==> src/rtl/regfile_scoreboard_if.sv <==
// Decode/writeback-facing bundle of the register file: two read ports, one write port, reservations and busy flags.
// The slave modport belongs to the register file; the master modport belongs to the pipeline stages.
interface regfile_scoreboard_if #(
    parameter int DATA_WIDTH = 16,
    parameter int ADDR_WIDTH = 4
);
    localparam int NUM_REGS = 2 ** ADDR_WIDTH;

    logic [ADDR_WIDTH-1:0] rd_addr1;
    logic [ADDR_WIDTH-1:0] rd_addr2;
    logic [DATA_WIDTH-1:0] rd_data1;
    logic [DATA_WIDTH-1:0] rd_data2;
    logic                  rd_busy1;
    logic                  rd_busy2;
    logic                  wr_en;
    logic [ADDR_WIDTH-1:0] wr_addr;
    logic [DATA_WIDTH-1:0] wr_data;
    logic                  rsv_en;
    logic [ADDR_WIDTH-1:0] rsv_addr;
    logic                  flush;
    logic [NUM_REGS-1:0]   busy_vec;

    modport slave (
        input  rd_addr1, rd_addr2, wr_en, wr_addr, wr_data, rsv_en, rsv_addr, flush,
        output rd_data1, rd_data2, rd_busy1, rd_busy2, busy_vec
    );

    modport master (
        output rd_addr1, rd_addr2, wr_en, wr_addr, wr_data, rsv_en, rsv_addr, flush,
        input  rd_data1, rd_data2, rd_busy1, rd_busy2, busy_vec
    );
endinterface

==> src/rtl/regfile_scoreboard.sv <==
// Register file with combinational reads, one synchronous write port, optional bypass/R0 and a busy scoreboard.
// Reads are zero-latency, writes and busy updates land on the next edge; there is no backpressure.
module regfile_scoreboard #(
    parameter int DATA_WIDTH = 16,
    parameter int ADDR_WIDTH = 4,
    parameter int ZERO_REG   = 1,
    parameter int BYPASS     = 1
) (
    input  logic                 clk,
    input  logic                 reset,
    regfile_scoreboard_if.slave  bus
);
    localparam int NUM_REGS = 2 ** ADDR_WIDTH;
    localparam logic [ADDR_WIDTH-1:0] ADDR_ZERO = '0;

    logic [DATA_WIDTH-1:0] regs_q [NUM_REGS];
    logic [DATA_WIDTH-1:0] regs_d [NUM_REGS];
    logic [NUM_REGS-1:0]   busy_q;
    logic [NUM_REGS-1:0]   busy_d;

    logic                  wr_eff;
    logic                  rsv_eff;
    logic [DATA_WIDTH-1:0] rd_data1;
    logic [DATA_WIDTH-1:0] rd_data2;
    logic                  rd_busy1;
    logic                  rd_busy2;

    // With a hardwired R0, writes and reservations to address 0 simply vanish.
    assign wr_eff  = bus.wr_en  && !((ZERO_REG != 0) && (bus.wr_addr  == ADDR_ZERO));
    assign rsv_eff = bus.rsv_en && !((ZERO_REG != 0) && (bus.rsv_addr == ADDR_ZERO));

    always_comb begin
        regs_d = regs_q;
        if (wr_eff) begin
            regs_d[bus.wr_addr] = bus.wr_data;
        end
    end

    // Reservation beats flush beats writeback: a new producer is always younger than the one retiring.
    always_comb begin
        busy_d = busy_q;
        for (int i = 0; i < NUM_REGS; i++) begin
            if (rsv_eff && (bus.rsv_addr == ADDR_WIDTH'(i))) begin
                busy_d[i] = 1'b1;
            end else if (bus.flush) begin
                busy_d[i] = 1'b0;
            end else if (wr_eff && (bus.wr_addr == ADDR_WIDTH'(i))) begin
                busy_d[i] = 1'b0;
            end
        end
    end

    always_ff @(posedge clk or posedge reset) begin
        if (reset) begin
            for (int i = 0; i < NUM_REGS; i++) begin
                regs_q[i] <= '0;
            end
            busy_q <= '0;
        end else begin
            regs_q <= regs_d;
            busy_q <= busy_d;
        end
    end

    always_comb begin
        rd_data1 = regs_q[bus.rd_addr1];
        rd_busy1 = busy_q[bus.rd_addr1];
        if ((BYPASS != 0) && wr_eff && (bus.wr_addr == bus.rd_addr1)) begin
            rd_data1 = bus.wr_data;
            rd_busy1 = 1'b0;
        end
        // Holding reset masks the bypass path too, so reads show the cleared file.
        if (reset || ((ZERO_REG != 0) && (bus.rd_addr1 == ADDR_ZERO))) begin
            rd_data1 = '0;
            rd_busy1 = 1'b0;
        end
    end

    always_comb begin
        rd_data2 = regs_q[bus.rd_addr2];
        rd_busy2 = busy_q[bus.rd_addr2];
        if ((BYPASS != 0) && wr_eff && (bus.wr_addr == bus.rd_addr2)) begin
            rd_data2 = bus.wr_data;
            rd_busy2 = 1'b0;
        end
        if (reset || ((ZERO_REG != 0) && (bus.rd_addr2 == ADDR_ZERO))) begin
            rd_data2 = '0;
            rd_busy2 = 1'b0;
        end
    end

    assign bus.rd_data1 = rd_data1;
    assign bus.rd_data2 = rd_data2;
    assign bus.rd_busy1 = rd_busy1;
    assign bus.rd_busy2 = rd_busy2;
    assign bus.busy_vec = busy_q;
endmodule

==> src/flat_wrapper.sv <==
// flat-port wrapper written by rule: the top's interface ports become plain ports
module regfile_scoreboard_flat 
#(
    parameter int DATA_WIDTH = 16,
    parameter int ADDR_WIDTH = 4,
    parameter int ZERO_REG   = 1,
    parameter int BYPASS     = 1
)
  (clk, reset, bus_rd_addr1, bus_rd_addr2, bus_wr_en, bus_wr_addr, bus_wr_data, bus_rsv_en, bus_rsv_addr, bus_flush, bus_rd_data1, bus_rd_data2, bus_rd_busy1, bus_rd_busy2, bus_busy_vec);
  regfile_scoreboard_if #(.DATA_WIDTH(DATA_WIDTH), .ADDR_WIDTH(ADDR_WIDTH)) bus_i ();
  input  logic clk;
  input  logic reset;
  input wire logic [$bits(bus_i.rd_addr1)-1:0] bus_rd_addr1;
  input wire logic [$bits(bus_i.rd_addr2)-1:0] bus_rd_addr2;
  input wire logic [$bits(bus_i.wr_en)-1:0] bus_wr_en;
  input wire logic [$bits(bus_i.wr_addr)-1:0] bus_wr_addr;
  input wire logic [$bits(bus_i.wr_data)-1:0] bus_wr_data;
  input wire logic [$bits(bus_i.rsv_en)-1:0] bus_rsv_en;
  input wire logic [$bits(bus_i.rsv_addr)-1:0] bus_rsv_addr;
  input wire logic [$bits(bus_i.flush)-1:0] bus_flush;
  output wire logic [$bits(bus_i.rd_data1)-1:0] bus_rd_data1;
  output wire logic [$bits(bus_i.rd_data2)-1:0] bus_rd_data2;
  output wire logic [$bits(bus_i.rd_busy1)-1:0] bus_rd_busy1;
  output wire logic [$bits(bus_i.rd_busy2)-1:0] bus_rd_busy2;
  output wire logic [$bits(bus_i.busy_vec)-1:0] bus_busy_vec;
  assign bus_i.rd_addr1 = bus_rd_addr1;
  assign bus_i.rd_addr2 = bus_rd_addr2;
  assign bus_i.wr_en = bus_wr_en;
  assign bus_i.wr_addr = bus_wr_addr;
  assign bus_i.wr_data = bus_wr_data;
  assign bus_i.rsv_en = bus_rsv_en;
  assign bus_i.rsv_addr = bus_rsv_addr;
  assign bus_i.flush = bus_flush;
  assign bus_rd_data1 = bus_i.rd_data1;
  assign bus_rd_data2 = bus_i.rd_data2;
  assign bus_rd_busy1 = bus_i.rd_busy1;
  assign bus_rd_busy2 = bus_i.rd_busy2;
  assign bus_busy_vec = bus_i.busy_vec;
  regfile_scoreboard #(.DATA_WIDTH(DATA_WIDTH), .ADDR_WIDTH(ADDR_WIDTH), .ZERO_REG(ZERO_REG), .BYPASS(BYPASS)) u_core (.clk(clk), .reset(reset), .bus(bus_i));
endmodule
==> config.mk <==
export PLATFORM = sky130hd
export DESIGN_NAME = regfile_scoreboard_flat
export DESIGN_NICKNAME = d
export VERILOG_FILES = /design/src/rtl/regfile_scoreboard_if.sv /design/src/rtl/regfile_scoreboard.sv /design/src/flat_wrapper.sv
export SDC_FILE = /design/constraint.sdc
export NUM_CORES = 1
export LEC_CHECK = 0
export ABC_AREA = 1
export BUFFER_PORTS_ARGS = -buffer_cell sky130_fd_sc_hd__buf_2
export CAP_MARGIN = 20
export CORE_UTILIZATION = 35
export DETAILED_ROUTE_END_ITERATION = 16
export GPL_ROUTABILITY_DRIVEN = 0
export SLEW_MARGIN = 20
export SYNTH_ARGS = -nofsm -noshare
export SYNTH_HDL_FRONTEND = slang
export SYNTH_SLANG_ARGS = --single-unit
export TNS_END_PERCENT = 20
==> constraint.sdc <==
create_clock -name clk -period 8 [get_ports clk]
set_input_delay 0 -clock clk [delete_from_list [all_inputs] [get_ports clk]]
set_output_delay 0 -clock clk [all_outputs]
set_load 0.02 [all_outputs]
==> run summary, run 1 <==
The total number of yosys warnings came out at 0. The die footprint is 47,230 um2. Counting cells, the worst reg-to-reg path comes to 3.

The total number of nets in the final design is 2,536. The count of unresolved DRC violations after routing is 0. The number of placement rows is 78. The core area came out at 45,580 um2. After synthesis the cells add up to 16,230 um2. Relative to the synthesized area, the layout overhead comes to 12.93%. The worst setup path is captured at a primary output.

The later pin in the worst-skew pair is clocked with a latency of 0.52 ns. The final clock skew came out at 0 ns. The power after layout came out at 4388 uW. 87 I/O pins were placed. The number of instances in the synthesized netlist came out at 2,505. The final antenna-violating net count is 0. Setup repair after global routing left no endpoint under its margin.

The DRC marker count from the first detailed-route iteration is 1,725. The count of input and output buffers is 86. The layout cell share with drive strength beyond 1 is 7.735%. The detailed-placement wirelength estimate is 36,140 um. The setup path with the least slack is of type primary input to primary output.

The shortest clock period the worst path allows after layout is 3.257 ns. The highest layer touched by signal routing is met5. For this run, the register share of the synthesized area comes to 41.94%. The number of hold violations in the final report came out at 0. The leading cell type in the layout, fill and taps excluded is nand2_1.

Measured against its own limit, the worst slew margin works out to 29.58%. The routed layout has 16,710 vias. The power density over the cells is 239.4 nW/um2. The detailed-route wire length on metal 1 came out at 25,320 um. The setup slack of the worst register-to-register path came out at 6.63 ns. The number of buffers created by CTS came out at 34. After global routing the overflow that remains totals 0. The height of the die came out at 217.3 um.

The nature of the critical path startpoint is a primary input. The x dimension of the die is 217.3 um. The sum of met2 wire segment lengths after detailed routing came out at 26,120 um. The number of setup buffers added after CTS is 0. For the final routed database, the setup TNS stands at 0 ns. The clock passes through at most 3 buffers. The largest net degree at the start of global routing came out at 187. The data arrival time of the worst path is 3.26 ns.

The routed design has 59,490 um of wire. The fraction of the core area covered by cells at the end of the flow is 40.21%. The maximum fanout encountered on the critical timing path is 76.

The data required time at the worst endpoint is 8.00 ns. The sum of met3 wire segment lengths after detailed routing is 5942 um. The static leakage power is 0.009203 uW. The final worst-path cycle share is 40.71%. The min-delay analysis places its worst path in the category primary input to register. The number of global-route vias before repair came out at 16,090. The detailed-route wire length per cell is 19.05 um.

Static timing analysis puts the maximum clock frequency at 307.1 MHz. The clock transition at the register clock pins on the worst setup and hold paths after CTS is 0.06 ns. The first-pass GRT wire length is 93,180 um.

The H-tree was split into 2 levels. The number of failing setup endpoints in the final timing report came out at 0. The run finished with clean final reports.

The max-cap check violation count is 0. The synthesized netlist contains 22 unique library cells. The top cell types in the final layout, fill and taps aside, are nand2_1, nand3_1, dfrtp_1. The synthesized area divided by synthesized cell count is 6.478 um2. For this configuration, the core starts out at a cell density of 35.61%. The combined global-route utilization of all metal layers came out at 25.36%. The number of iterations in the first detailed-routing pass is 8.

The cell sitting at the root of the clock tree is a clkbuf_16. The count of final max-slew check failures came out at 0. TritonCTS built the clock tree. The worst-margin pin slew is 1.056 ns. In the routed layout, each cell is associated on average with a via count of 5.352. Final hold analysis gives a worst-case slack of 0.06148 ns. The number of register bits inferred by synthesis is 272. The initial antenna violation count is 5. Counting every net in the synthesized netlist gives 2,542. The worst vdd rail ir drop is 0.1368 mV.

The clock sink count came out at 272. The worst hold path was traced through 5 stages.
## logic make-up after synthesis
group | synth area share, %
buffers and inverters | 10.93
AND/OR/NAND/NOR | 37.40
AO/OA/AOI/OAI | 9.730
flip-flops | 41.94
## state kept, by name, summed over array words and instances, names as in the netlist
register,flops
u_core.bus.busy_vec,16
u_core.regs_q,256
## power by group
group | switching (uW) | total [uW] | leakage, uW | internal, uW
Clock | 619 | 1530 | 0.000534 | 908
Combinational | 733 | 1070 | 0.00540 | 337
Sequential | 124 | 1790 | 0.00327 | 1670
## synth_stat cells (all sizes together)
master,n,share of area (%)
nand2,889,21
nand3,372,11
dfrtp,272,42
inv,248,5.7
nor2,224,5.3
o21ai,214,6.6
clkbuf,104,2.4
buf,89,2.8
a21oi,68,2.1
o31ai,13,0.60
o211ai,4,0.19
nor3,3,0.092
a31oi,2,0.077
a32o,2,0.12
a21boi,1,0.046
## critical path: stages
cell and delay (ns):
buf_4 0.68, inv_4 0.39, buf_4 0.47, buf_4 0.40
nand2_1 0.12, nand3_1 0.07, nand3_1 0.11, nand2_1 0.05
nor2_1 0.17, nor2_1 0.07, nor2_1 0.36, buf_2 0.26
## per-layer routing
metal,up-vias,GRT usage [%]
met5,-,0
met4,4,9.977
met3,157,4.808
met2,862,38.97
met1,7859,35.04
li1,7831,-
## path summary, 6_finish.rpt
check | from | endpoint
min | bus_wr_addr[0] | u_core.bus.busy_vec[6]
max | bus_rd_addr1[0] | bus_rd_data1[11]
min reg2reg | u_core.regs_q[242] | u_core.regs_q[242]
max reg2reg | u_core.bus.busy_vec[4] | u_core.bus.busy_vec[4]
min in group asynchronous | reset | u_core.regs_q[190]
max in group asynchronous | reset | u_core.regs_q[251]
## layout make-up
class                           instances  area [um2]
Antenna cell                            2       5.005
Clock buffer                           51        1018
Clock inverter                          7       60.06
Fill cell                            4765       27250
Inverter                              248       943.4
Multi-Input combinational cell       1792        7706
Sequential cell                       272        6807
Tap cell                              600       750.7
Timing Repair Buffer                  151        1036
## through the flow
step                      area [um2]  cells  worst slack [ns]
after CTS                      18280   3120             4.732
after floorplan                16230   2505            0.5046
after global placement         16880   3030             4.772
after detailed placement       16880   3030             4.730
final                          18330   3123             4.743
after global routing           18330   3123             4.607
## repair_timing
item,4_1_cts,5_1_grt
hold endpoints to repair,336,0
hold buffers,32,0
resized for setup,0,0
Power figures use the tool's default switching activity.
==> run 2, diff against run 1 <==
Settings changed: ABC_AREA 1 to 0.
Clock period 8 ns to 3.2 ns, I/O delays scaled along.
==> run summary, run 2 <==
The flow ran to the end, and the final reports show no timing, DRC or antenna violations. The met2 demand-to-capacity share in global routing came out at 34.63% (-4.3 points). The largest total area in the synthesized netlist belongs to dfrtp_1. The worst setup path is launched from a register. The post-synthesis share of cell area spent on full adders, half adders and majority gates came out at 0% (unchanged). The leading register cell type out of synthesis is dfrtp_1. The simple-gate share of the synthesized area is 3.800% (-34 points). For the finished layout, the period the worst path requires is 2.735 ns. The share of power burned in registers came out at 44.3% (+3.5 points).

The area growth from synthesis to layout is 14.96%. Setup repair after global routing left no endpoint under its margin. The worst vdd rail ir drop came out at 0.3779 mV (+180%). The count of unresolved DRC violations after routing came to 0 (unchanged).

Dividing the final minimum period by the clock period gives 85.47%. After synthesis, the cell types taking the most area are dfrtp_1, mux2_2, mux4_2. For hold timing, the worst endpoint is u_core.regs_q[106]. The internal power contribution was 7537 uW (+160%). The first-pass GRT wire length was 71,520 um (-23%). The xor/xnor cell area share of the yosys netlist came out at 0.4597% (+0.46 points). The sum of overflow across all layers after global routing was 0 (unchanged).

The x dimension of the die was 210.7 um (-3.1%). The area taken by flip-flops and latches is 6807 um2 (unchanged). The combinational share of power came out at 23.3% (-1.1 points). The data arrival time of the worst path came out at 2.74 ns (-0.52 ns). The max-cap check violation count came to 0 (unchanged). The number of global-route vias before repair came out at 10,900 (-32%).

In the layout the commonest cells are dfrtp_1, mux2_2, mux2i_1. The worst setup path is of the register to primary output kind. The count of pins on the block boundary is 87 (unchanged). The worst hold path begins at bus_wr_addr[3]. The total negative slack came out at 0 ns (unchanged). The register with the most flip-flops in the final layout is u_core.regs_q. The worst slack after detailed placement came to 0.5191 ns (-4.211 ns). The flip-flop count of the largest register after layout came to 256 (unchanged). In this run the critical register-to-register path is captured at u_core.bus.busy_vec[6]. The number of register bits inferred by synthesis came out at 272 (unchanged). The tree is rooted in a clkbuf_16. The static leakage power came out at 0.007428 uW (-19%). The clock transition at the register clock pins on the worst setup and hold paths after CTS is 0.06 ns (about the same). The global-route track usage on met3 is 3.806% (-1.0 points). The data required time at the worst endpoint came out at 3.20 ns (-4.80 ns). The post-route worst setup slack came to 0.4650 ns (-4.278 ns).

The area of the mapped netlist came to 15,240 um2 (-6.1%). The synthesized area divided by synthesized cell count came out at 13.54 um2 (+110%). The maximum fanout encountered on the critical timing path came out at 3 (-96%). The total area of multi-input combinational cells came out at 7839 um2 (+1.7%). The initial standard-cell utilization of the core is 35.47% (-0.14 points). The count of flip-flops with a built-in enable after synthesis is 0 (unchanged). The count of input and output buffers is 86 (unchanged).

The via-per-instance ratio came to 5.776 (+7.9%). The count of vias placed by the detailed router is 10,460 (-37%). The worst setup path is captured at a primary output.

The source-to-sink clock delay at the later pin of the worst-skew pair came out at 0.57 ns (+0.05 ns). The layout cell share with drive strength beyond 1 is 43.95% (+36 points). The TritonCTS clock tree is done.

The clock power share is 32.4% (-2.4 points). The height of the die is 210.7 um (-3.1%). The aggregate routed wire length was 47,650 um (-20%). After synthesis, the largest family of logic cells by area is multiplexers. The total number of nets in the final design came out at 1,239 (-51%). The maximum clock frequency came out at 365.6 MHz.

The power after layout is 10,600 uW (+140%). The die footprint is 44,390 um2 (-6.0%). The core area was 42,980 um2 (-5.7%).

The total number of yosys warnings came out at 0 (unchanged). The count of different cell masters after synthesis came out at 45 (+100%). The number of hold violations in the final report came out at 0 (unchanged).

The number of placement rows is 76 (-2.6%). The post-synthesis compound-gate area fraction came out at 9.004% (-0.73 points). The number of cells traversed by the worst register-to-register path came out at 3 (unchanged). The DRC marker count from the first detailed-route iteration is 757 (-56%). The post-CTS resize count is 0 (unchanged). The filler cell count came out at 4,092 (-14%).

The area share of the leading cell type in the synthesized netlist was 44.65% (+2.7 points). The number of iterations in the first detailed-routing pass is 5 (-3). The combined global-route utilization of all metal layers is 21.70% (-3.7 points).

The synthesized net count is 1,163 (-54%). The number of instances in the synthesized netlist is 1,126 (-55%). The deepest clock path buffer count is 3 (unchanged).

The sequential area share after synthesis was 44.65% (+2.7 points). The maximum level of the CTS H-tree is 1 (-1). Ranked by instance count, the synthesized netlist is headed by dfrtp_1, mux2_2, mux2i_1. In this run the critical register-to-register path is launched from u_core.bus.busy_vec[6]. The number of buffers created by CTS is 29 (-15%). The count of final max-slew check failures was 0 (unchanged). The final clock skew is 0 ns (unchanged). The multiplexer share of the synthesized area came out at 37.49% (+37 points). The largest net degree at the start of global routing is 153 (-18%).

The clock sink count came out at 272 (unchanged). The worst-margin pin slew came out at 0.9263 ns (-0.1300 ns). Among all cell types in the netlist, the one instantiated most often is dfrtp_1.

The detailed-route wire length per cell is 26.33 um (+38%). The proportion of synthesized flip-flops having asynchronous set or reset came out at 100.0% (unchanged). The worst hold path stage count came to 4 (-1). The setup slack of the worst register-to-register path came out at 1.76 ns (-4.87 ns).

The leading cell type in the layout, fill and taps excluded is dfrtp_1. The number of failing setup endpoints in the final timing report is 0 (unchanged). The detailed-placement wirelength estimate is 31,460 um (-13%). The number of hold buffers added after CTS is 30 (-6.3%). The number of buffers added for setup after CTS came out at 0 (unchanged).

The initial antenna violation count came to 3 (-2). The power density over the cells came out at 605.0 nW/um2 (+150%). The switching fraction of total power came out at 28.90% (-4.7 points). The worst max-slew margin expressed relative to the limit came out at 36.65% (+7.1 points). The met1 global-route usage came out at 29.31% (-5.7 points). The class of the tightest hold or removal check is primary input to register. After global routing, the most crowded layer is met2. The switching power summed over all nets is 3064 uW (+110%). The final antenna-violating net count came out at 0 (unchanged).
run 2: final cells by class:
cell class | instances | area share, %
tap | 585 | 4.177
inverter | 12 | 0.2785
clock buffer | 42 | 4.648
multi-input combinational | 720 | 44.73
antenna | 1 | 0.01428
clock inverter | 11 | 0.7783
timing repair buffer | 167 | 6.526
sequential | 272 | 38.84
run 2: worst max-delay path by stage:
stage	startpoint	to	cells past startpoint	slack [ns]
2_1_floorplan	reset	bus_rd_data1[10]	5	-1.68
3_3_place_gp	bus_rd_addr2[0]	bus_rd_data2[15]	6	0.49
3_5_place_dp	bus_rd_addr2[0]	bus_rd_data2[15]	6	0.52
4_1_cts	u_core.regs_q[15]	bus_rd_data2[15]	5	0.20
5_1_grt	u_core.bus.busy_vec[13]	bus_rd_busy2	5	0.25
6_report	u_core.bus.busy_vec[8]	bus_rd_busy2	5	0.46
run 2: cell families after synthesis:
family	after synthesis
mux	442
compound gates	180
simple gates	90
flops	272
xor+xnor	8
buf+inv	134
run 2: power groups by stage:
stage	clock (uW)	combinational [uW]	sequential (uW)
4_1_cts	3500	2470	4680
5_1_grt	3630	2630	4800
3_3_place_gp	0	2400	4700
6_report	3430	2470	4700
3_5_place_dp	0	2430	4740
2_1_floorplan	0	1910	4570
run 2: routing by layer:
metal  wire (um)  share of wire (%)
met3        3073                6.4
met4        1741                3.7
met2       22490                 47
met5           8              0.017
met1       20340                 43
run 2: per-stage QoR:
stage                     util (%)  cells  hold slack, ns  instance area, um2
final                        40.77   1810          0.2319               17520
after global routing         40.76   1809          0.2602               17520
after CTS                    40.75   1809          0.1969               17510
after detailed placement     37.84   1726          0.3663               16260
after global placement       37.84   1726          0.3602               16260
after floorplan                  -   1126         0.06564               15340
run 2: worst max-delay path, stage by stage (launching register included):
cell and delay [ns]:
dfrtp_1 0.37, inv_1 0.06, mux4_2 0.46, a2111oi_0 0.86, and3_1 0.25, buf_2 0.16
